File: config.mk
export PLATFORM = sky130hd
export DESIGN_NAME = counter_mod
export DESIGN_NICKNAME = d
export VERILOG_FILES = /design/src/rtl/counter_mod.sv
export SDC_FILE = /design/constraint.sdc
export NUM_CORES = 1
export LEC_CHECK = 0
export CAP_MARGIN = 20
export CORE_ASPECT_RATIO = 1.1
export CORE_MARGIN = 3
export CORE_UTILIZATION = 35
export DETAILED_ROUTE_END_ITERATION = 12
export GPL_ROUTABILITY_DRIVEN = 0
export GPL_TIMING_DRIVEN = 0
export MAX_ROUTING_LAYER = met4
export PLACE_DENSITY_LB_ADDON = 0.2
export SETUP_SLACK_MARGIN = 0.4
export SYNTH_ARGS = -nofsm -noshare
export SYNTH_HDL_FRONTEND = slang
export SYNTH_SLANG_ARGS = --single-unit
File: constraint.sdc
create_clock -name clk_i -period 5.3 [get_ports clk_i]
set_input_delay 0.53 -clock clk_i [delete_from_list [all_inputs] [get_ports clk_i]]
set_output_delay 0.53 -clock clk_i [all_outputs]
set_load 0.01 [all_outputs]
File: src/rtl/counter_mod.sv
// counter_mod: parametrised up/down modulo counter.
//
// Counts in the range 0..MOD-1 with a programmable step, synchronous load,
// selectable wrap or saturate behaviour, terminal-count flags and a
// registered wrap/clip pulse.
//
// Parameters:
//   W       count width in bits (W >= 2)
//   the modulus, MOD, satisfies 2 <= MOD <= 2**W
//   STEP_W  step input width, (2**STEP_W)-1 <= MOD
//
// Ports:
//   clk_i       clock, rising edge
//   rst_i       synchronous active-high reset
//   control_i   2'b00 hold, 2'b01 inc, 2'b10 dec, 2'b11 load
//   step_i      inc/dec magnitude (0 = no change)
//   load_val_i  value captured on load, clamped to MOD-1
//   sat_i       1 = saturate at 0/MOD-1, 0 = wrap modulo MOD
//   prescale_i  inc/dec take effect every (prescale_i+1)-th request
//               (present only when COUNTER_PRESCALE_EN is defined)
//   count_o     registered count
//   wrap_o      registered pulse: last update wrapped or clipped
//   at_max_o    count_o == MOD-1 (combinational)
//   at_min_o    count_o == 0 (combinational)
//
// Optional feature macro: COUNTER_PRESCALE_EN.

module counter_mod #(
  parameter int W      = 8,
  parameter int MOD    = 2**W,
  parameter int STEP_W = 4
) (
  input  logic              clk_i,
  input  logic              rst_i,
  input  logic [1:0]        control_i,
  input  logic [STEP_W-1:0] step_i,
  input  logic [W-1:0]      load_val_i,
  input  logic              sat_i,
`ifdef COUNTER_PRESCALE_EN
  input  logic [7:0]        prescale_i,
`endif
  output logic [W-1:0]      count_o,
  output logic              wrap_o,
  output logic              at_max_o,
  output logic              at_min_o
);

  typedef enum logic [1:0] {
    CTRL_HOLD = 2'b00,
    CTRL_INC  = 2'b01,
    CTRL_DEC  = 2'b10,
    CTRL_LOAD = 2'b11
  } ctrl_e;

  // Arithmetic is done one bit wider than the count so that both the
  // overflow of an increment and the borrow of a decrement are visible.
  localparam logic [W:0]   MOD_X = (W+1)'(MOD);
  localparam logic [W:0]   MAX_X = (W+1)'(MOD - 1);
  localparam logic [W-1:0] MAX_W = W'(MOD - 1);

  if (W < 2 || MOD < 2 || MOD > 2**W || (2**STEP_W) - 1 > MOD) begin : g_bad_params
    $error("counter_mod: illegal parameters W=%0d MOD=%0d STEP_W=%0d", W, MOD, STEP_W);
  end

  ctrl_e        ctrl;
  logic [W-1:0] count_q, count_d;
  logic         wrap_q, wrap_d;
  logic [W:0]   step_x;
  logic [W:0]   sum;
  logic [W:0]   diff;
  logic         advance;

`ifdef COUNTER_PRESCALE_EN
  logic [7:0] presc_q, presc_d;
  // >= rather than == so a prescale_i lowered below the current prescaler
  // value fires at once instead of running the prescaler round to 255.
  assign advance = (presc_q >= prescale_i);
`else
  assign advance = 1'b1;
`endif

  assign ctrl   = ctrl_e'(control_i);
  assign step_x = (W+1)'(step_i);
  assign sum    = {1'b0, count_q} + step_x;
  // diff[W] is the sign bit: the count is always below 2**W, so a negative
  // result can only come from a borrow out of the low W bits.
  assign diff   = {1'b0, count_q} - step_x;

  // NOTE: every variable written here gets a default first, so no path
  // through the case statement can leave one unassigned and infer a latch.
  always_comb begin
    count_d = count_q;
    wrap_d  = 1'b0;
    unique case (ctrl)
      CTRL_INC: begin
        if (advance) begin
          if (sum > MAX_X) begin
            if (sat_i) begin
              count_d = MAX_W;
              wrap_d  = (count_q != MAX_W);
            end else begin
              count_d = W'(sum - MOD_X);
              wrap_d  = 1'b1;
            end
          end else begin
            count_d = sum[W-1:0];
          end
        end
      end
      CTRL_DEC: begin
        if (advance) begin
          if (diff[W]) begin
            if (sat_i) begin
              count_d = '0;
              wrap_d  = (count_q != '0);
            end else begin
              count_d = W'(diff + MOD_X);
              wrap_d  = 1'b1;
            end
          end else begin
            count_d = diff[W-1:0];
          end
        end
      end
      CTRL_LOAD: begin
        count_d = ({1'b0, load_val_i} > MAX_X) ? MAX_W : load_val_i;
      end
      default: begin
        count_d = count_q;
      end
    endcase
  end

`ifdef COUNTER_PRESCALE_EN
  always_comb begin
    presc_d = presc_q;
    unique case (ctrl)
      CTRL_INC, CTRL_DEC: presc_d = advance ? 8'd0 : presc_q + 8'd1;
      CTRL_LOAD:          presc_d = 8'd0;
      default:            presc_d = presc_q;
    endcase
  end
`endif

  // NOTE: state is updated with non-blocking assignments so every register
  // samples the values from before the edge, independent of block order.
  always_ff @(posedge clk_i) begin
    if (rst_i) begin
      count_q <= '0;
      wrap_q  <= 1'b0;
`ifdef COUNTER_PRESCALE_EN
      presc_q <= 8'd0;
`endif
    end else begin
      count_q <= count_d;
      wrap_q  <= wrap_d;
`ifdef COUNTER_PRESCALE_EN
      presc_q <= presc_d;
`endif
    end
  end

  assign count_o  = count_q;
  assign wrap_o   = wrap_q;
  assign at_max_o = (count_q == MAX_W);
  assign at_min_o = (count_q == '0);

endmodule

==> qor.yml, run 1 <==
timing.final.setup_violations: 0
cp.required_ns: 4.77
leakagePower_nw: 0.577
netlist_top_cells_count: "16 x inv_1, 12 x ha_1, 9 x dfxtp_1"
critPathTopFamily: "buffers and inverters"
finalCriticalPeriod_ns: 2.57
met3_length_um: 293
fp.dieW_um: 60.7
fin_worst_skew_ns: 0.00271
postCtsHoldBufs: 0
async_flop_share: 0
setup.worst_path.start: "count_o[4]"
ys_ff_latch: 9
highest_layer: "met4"
h-tree-depth: 1
max-slew-margin-rel: 0.648
drt_iter0_markers: 83
clock_power_share: 0.181
cts_made_buffers: 3
dr_wl_met2_um: 1600
clock-sinks: 9
grtUsageTotal: 0.191
dieArea_um2: 4010
outcome: "finished, final reports clean"
critPathSlowestCell: "clkdlybuf4s50_1"
ys_warn_count: 0
min_path_type: "flip-flop to flip-flop"
die_y_um: 66.1
place_hpwl_um: 2520
worst_pin_slew_ns: 0.525
synth.avg_cell_area_um2: 8.40
clock_path_buffers: 2
startpoint_type: "flip-flop"
rsz0062_at_grt: "false"
critPathBufInv: 2
min-delay-start: "count_o[2]"
syn_nets: 168
design_area_um2: 1480
seqPwrFrac: 0.279
intPower_w: 0.000187
initial_utilization: 0.371
path_max_fanout: 10
p_per_area_nw_per_um2: 216
ys_seq_area_frac: 0.157
vias: 1212
nets: 199
cts_resized: 0
hold_path_depth: 2
io_buffers: 26
cp.depth: 4
yosys-top-cells-area: "dfxtp_1 16%, ha_1 13%, a221oi_1 6.1%"
syn2layout_area_growth_pct: 28.6
cts_tree: "yes"
n_antenna_cell: 0
switchingPower_w: 0.000133
synth_edf_count: 0
io_pins: 28
finalCritPeriodShare: 0.485
power_frac_comb: 0.540
hold_viol: 0
irDropWorstVdd_uv: 107
cts_root_buf: "clkbuf_4"
grt_max_degree: 11
placementRows: 21
swShare: 0.415
drc: 0
synth_ff_type: "dfxtp_1"
first_pass_iters: 4
crit_chain: "buf_2 -> nand3_1 -> nor3_1 -> clkdlybuf4s50_1"
routed_wl_um: 3330
maxSlewViolCount: 0
grt_pass1_wl_um: 5840
cpPeakStageDelay_ns: 0.60
synth_area_um2: 1150
end_kind: "output pin"
drv_cap: 0
wirelength_met1_um: 1400
yosysMostFrequentCell: "inv_1"
clk_latency_ns: 0.27
timing.fmax_ghz: 0.389
crit_type: "flip-flop to output pin"
arrival_ns: 2.04
grt_pass1_vias: 1250
reg2reg_depth: 9
synth_cells: 137
antenna_found_initial: 0
cts.clk_slew.worst_paths_ns: 0.07
fin_setup_tns_ns: 0
synth_top_area_share: 0.157
grt.overflow.total: 0
synth.largest_area_cell: "dfxtp_1"
layout-drive-gt1-share: 0.108
core_um2: 3100
vias_per_cell: 6.03
cts_setup_buffers: 0
wl_per_cell_um: 16.6
ant_nets: 0
synth_cell_types: 49
place_area_um2: 1450
r2r_start: "count_o[0]"
[flip-flops by register name, summed over array words and instances, names as in the netlist]
register	cells
wrap_o	1
count_o	8
[final timing paths]
kind                            slack (ns)         end
worst max-delay path                  2.73    at_max_o
worst min-delay path                  0.59  count_o[2]
worst max register to register        3.08  count_o[4]
worst min register to register        0.59  count_o[2]
[cell usage in the layout, fill, tap and decap left out, types with 3 or more instances in the layout]
master and instances:
dfxtp_1 9, o21ai_0 8, clkbuf_4 3, clkdlybuf4s50_1 26, inv_1 16, a211oi_1 3
clkbuf_1 4, nor3_1 4, nand3_1 3, nand2b_1 4, a21oi_1 6, nand2_1 4
nor2_1 6, a221oi_1 8, a31oi_1 3, ha_1 12
[stage by stage]
stage | std cells | setup WS (ns) | utilization | total power [W] | hold slack, ns
floorplan | 137 | 3.22 | - | 0.000202 | 0.559
CTS | 201 | 2.75 | 0.477 | 0.000318 | 0.592
finish | 201 | 2.73 | 0.477 | 0.000320 | 0.588
global placement | 197 | 2.53 | 0.469 | 0.000259 | 0.562
global route | 201 | 2.59 | 0.477 | 0.000345 | 0.626
detailed placement | 197 | 2.52 | 0.469 | 0.000262 | 0.579
[power groups by stage]
stage | Sequential (W) | Combinational, W | Clock (W)
final | 0.0000893 | 0.000173 | 0.0000578
after CTS | 0.0000894 | 0.000172 | 0.0000573
after global placement | 0.0000903 | 0.000169 | 0
after global routing | 0.0000914 | 0.000191 | 0.0000627
after floorplan | 0.0000915 | 0.000111 | 0
after detailed placement | 0.0000909 | 0.000171 | 0
[cell type report]
type	instances	area [µm²]
sequential	9	180
buffer	7	42.5
fill	324	1620
inverter	16	60.1
clock buffer	4	26.3
multi-input combinational	105	868
tap	34	42.5
timing repair buffer	26	260
[per-layer routing]
layer | track usage | vias up
met1 | 0.258 | 562
met5 | - | -
met2 | 0.287 | 65
met3 | 0.0469 | 6
li1 | - | 579
met4 | 0.0407 | 0
[cell families after synthesis]
| logic type | Yosys count | share of synthesized area |
|---|---|---|
| AOI/OAI and AO/OA | 49 | 0.350 |
| xor gates and xnor gates | 3 | 0.0228 |
| adders and majority gates | 14 | 0.165 |
| buffers and inverters | 23 | 0.0891 |
| DFF | 9 | 0.157 |
| and+or+nand+nor | 39 | 0.216 |
[tightest hold or removal path: cells and delay by family (launching register included)]
family,cells,cell delay [ns]
buffers and inverters,1,0.09
AOI/OAI and AO/OA,1,0.08
DFF,1,0.36
No activity file was read; power rests on OpenSTA's default activity.
==> run 2, diff against run 1 <==
==> constraint.sdc (replaced) <==
create_clock -name clk_i -period 2.37 [get_ports clk_i]
set_input_delay 0.237 -clock clk_i [delete_from_list [all_inputs] [get_ports clk_i]]
set_output_delay 0.237 -clock clk_i [all_outputs]
set_load 0.01 [all_outputs]
==> qor.yml, run 2 (synthesis results as in run 1) <==
grt_pass1_wl_um: 6070  # +4.0%
initial_utilization: 0.371  # unchanged
grtUsageTotal: 0.202  # +0.0111
antenna_found_initial: 0  # unchanged
layout_commonest_cell: "clkdlybuf4s50_1"
irDropWorstVdd_uv: 342  # +220%
hold_path_end: "count_o[5]"
maxSlewViolCount: 0  # unchanged
dr_wl_met2_um: 1840  # +15%
place_area_um2: 1460  # +0.34%
vias: 1290  # +6.4%
ff_latch_area_um2: 186  # +3.5%
vias_per_cell: 6.17  # +2.4%
seqPwrFrac: 0.253  # -0.026
critPathSlowestCell: "dfxtp_4"
place_hpwl_um: 2510  # -0.34%
clock_path_buffers: 2  # unchanged
highest_layer: "met4"
critPathTopFamily: "compound AO/OA/AOI/OAI gates"
switchingPower_w: 0.000340  # +160%
wl_per_cell_um: 17.9  # +8.3%
critPathBufInv: 2  # unchanged
swShare: 0.421  # +0.00648
path_max_fanout: 5  # -5
worst_pin_slew_ns: 0.558  # +0.0331 ns
intPower_w: 0.000467  # +150%
nets: 207  # +4.0%
core_um2: 3100  # unchanged
crit_chain: "inv_4 -> ha_4 -> inv_2 -> fa_2 -> nand3_4 -> a41oi_4 -> a21o_1 -> a211oi_2 -> nor3_2"
n_antenna_cell: 0  # unchanged
r2r_start: "count_o[0]"
power_w: 0.000807  # +150%
met3_length_um: 314  # +7.2%
h-tree-depth: 1  # unchanged
arrival_ns: 2.07  # +0.03 ns
leakagePower_nw: 0.674  # +17%
clock_power_share: 0.157  # -0.024
reg2reg_setup_slack_ns: 0.43  # -2.65 ns
clock-sinks: 9  # unchanged
hold_viol: 0  # unchanged
min_path_type: "input port to flip-flop"
placementRows: 21  # unchanged
io_pins: 28  # unchanged
cts_root_buf: "clkbuf_4"
routed_wl_um: 3750  # +13%
min-delay-start: "rst_i"
io_buffers: 26  # unchanged
end_kind: "flip-flop"
cts.clk_slew.worst_paths_ns: 0.07  # about the same
drv_cap: 0  # unchanged
power_frac_comb: 0.590  # +0.050
max-slew-margin-rel: 0.628  # -0.0200
fp.dieW_um: 60.7  # unchanged
fin_setup_tns_ns: 0  # unchanged
syn2layout_area_growth_pct: 48.8
fin_worst_skew_ns: 0.00232  # -0.000392 ns
die_y_um: 66.1  # unchanged
grt_pass1_vias: 1318  # +5.4%
fin_hold_ws_ns: 0.476  # -0.112 ns
grt_max_degree: 11  # unchanged
design_area_um2: 1710  # +16%
largest_reg_flops: 8  # unchanged
timing.final.setup_violations: 0  # unchanged
n_fill_cell: 292  # -9.9%
startpoint_type: "flip-flop"
finalCritPeriodShare: 0.818
r2r-end: "count_o[4]"
p_per_area_nw_per_um2: 471  # +120%
drt_iter0_markers: 67  # -19%
reg2reg_depth: 9  # unchanged
cpPeakStageDelay_ns: 0.37  # -0.23 ns
timing.fmax_ghz: 0.516
cts_tree: "yes"
clk_latency_ns: 0.26  # about the same
wirelength_met1_um: 1510  # +7.7%
dieArea_um2: 4010  # unchanged
drc: 0  # unchanged
finalCriticalPeriod_ns: 1.94
hold_path_depth: 2  # unchanged
grt.overflow.total: 0  # unchanged
layout-drive-gt1-share: 0.303  # +0.195
cp.required_ns: 2.50  # -2.27 ns
multiInputGateArea_um2: 1020  # +18%
outcome: "finished, final reports clean"
rsz0062_at_grt: "true"
cts_made_buffers: 3  # unchanged
crit_type: "flip-flop to flip-flop"
first_pass_iters: 5  # +1
cp.depth: 9  # +5
ant_nets: 0  # unchanged
mostFrequentLayoutCells: "21 x clkdlybuf4s50_1, 13 x inv_1, 8 x buf_4, 8 x ha_1"
run 2: cell count changes in the layout (fill, tap and decap cells not counted), moves of 3 or more:
cell,previous run,this run
dfxtp_1,9,6
a221oi_2,0,3
inv_1,16,13
ha_1,12,8
clkdlybuf4s50_1,26,21
dlygate4sd2_1,0,3
a221oi_1,8,5
ha_4,0,3
buf_4,0,8
run 2: metal layers:
metal,vias up,track usage
met5,-,-
met4,0,0.0515
met3,10,0.0488
met2,78,0.324
met1,608,0.253
li1,594,-
run 2: layout make-up:
cell class | count | area share
tap | 34 | 0.0248
inverter | 16 | 0.0365
timing repair buffer | 34 | 0.190
sequential | 9 | 0.109
buffer | 7 | 0.0278
multi-input combinational | 105 | 0.597
clock buffer | 4 | 0.0153
run 2: how the worst max path moves through the flow:
stage	startpoint	to	slack (ns)
after global placement	step_i[0]	count_o[4]	-0.05
after floorplan	count_o[0]	count_o[4]	0.41
after detailed placement	step_i[2]	count_o[2]	-0.07
final	count_o[0]	count_o[4]	0.43
after CTS	count_o[4]	at_max_o	0.20
after global routing	count_o[2]	count_o[7]	0.30
run 2: power groups by stage:
stage          Sequential (W)  Clock (W)  Combinational (W)
2_1_floorplan        0.000205          0           0.000249
3_3_place_gp         0.000202          0           0.000380
3_5_place_dp         0.000203          0           0.000384
4_1_cts              0.000202   0.000126           0.000436
5_1_grt              0.000209   0.000137           0.000513
6_report             0.000204   0.000127           0.000476
run 2: what timing repair did:
action,CTS,global route
gates cloned,0,0
resized for setup,23,27
endpoints found under the setup margin,10,10
pin swaps,12,11
buffers inserted,7,1
hold buffers,0,0
run 2: per-stage QoR:
stage / util / instances / setup slack, ns
2_1_floorplan: - / 137 / 0.410
3_3_place_gp: 0.471 / 197 / -0.0494
3_5_place_dp: 0.471 / 197 / -0.0717
4_1_cts: 0.521 / 208 / 0.197
5_1_grt: 0.552 / 209 / 0.303
6_report: 0.552 / 209 / 0.432
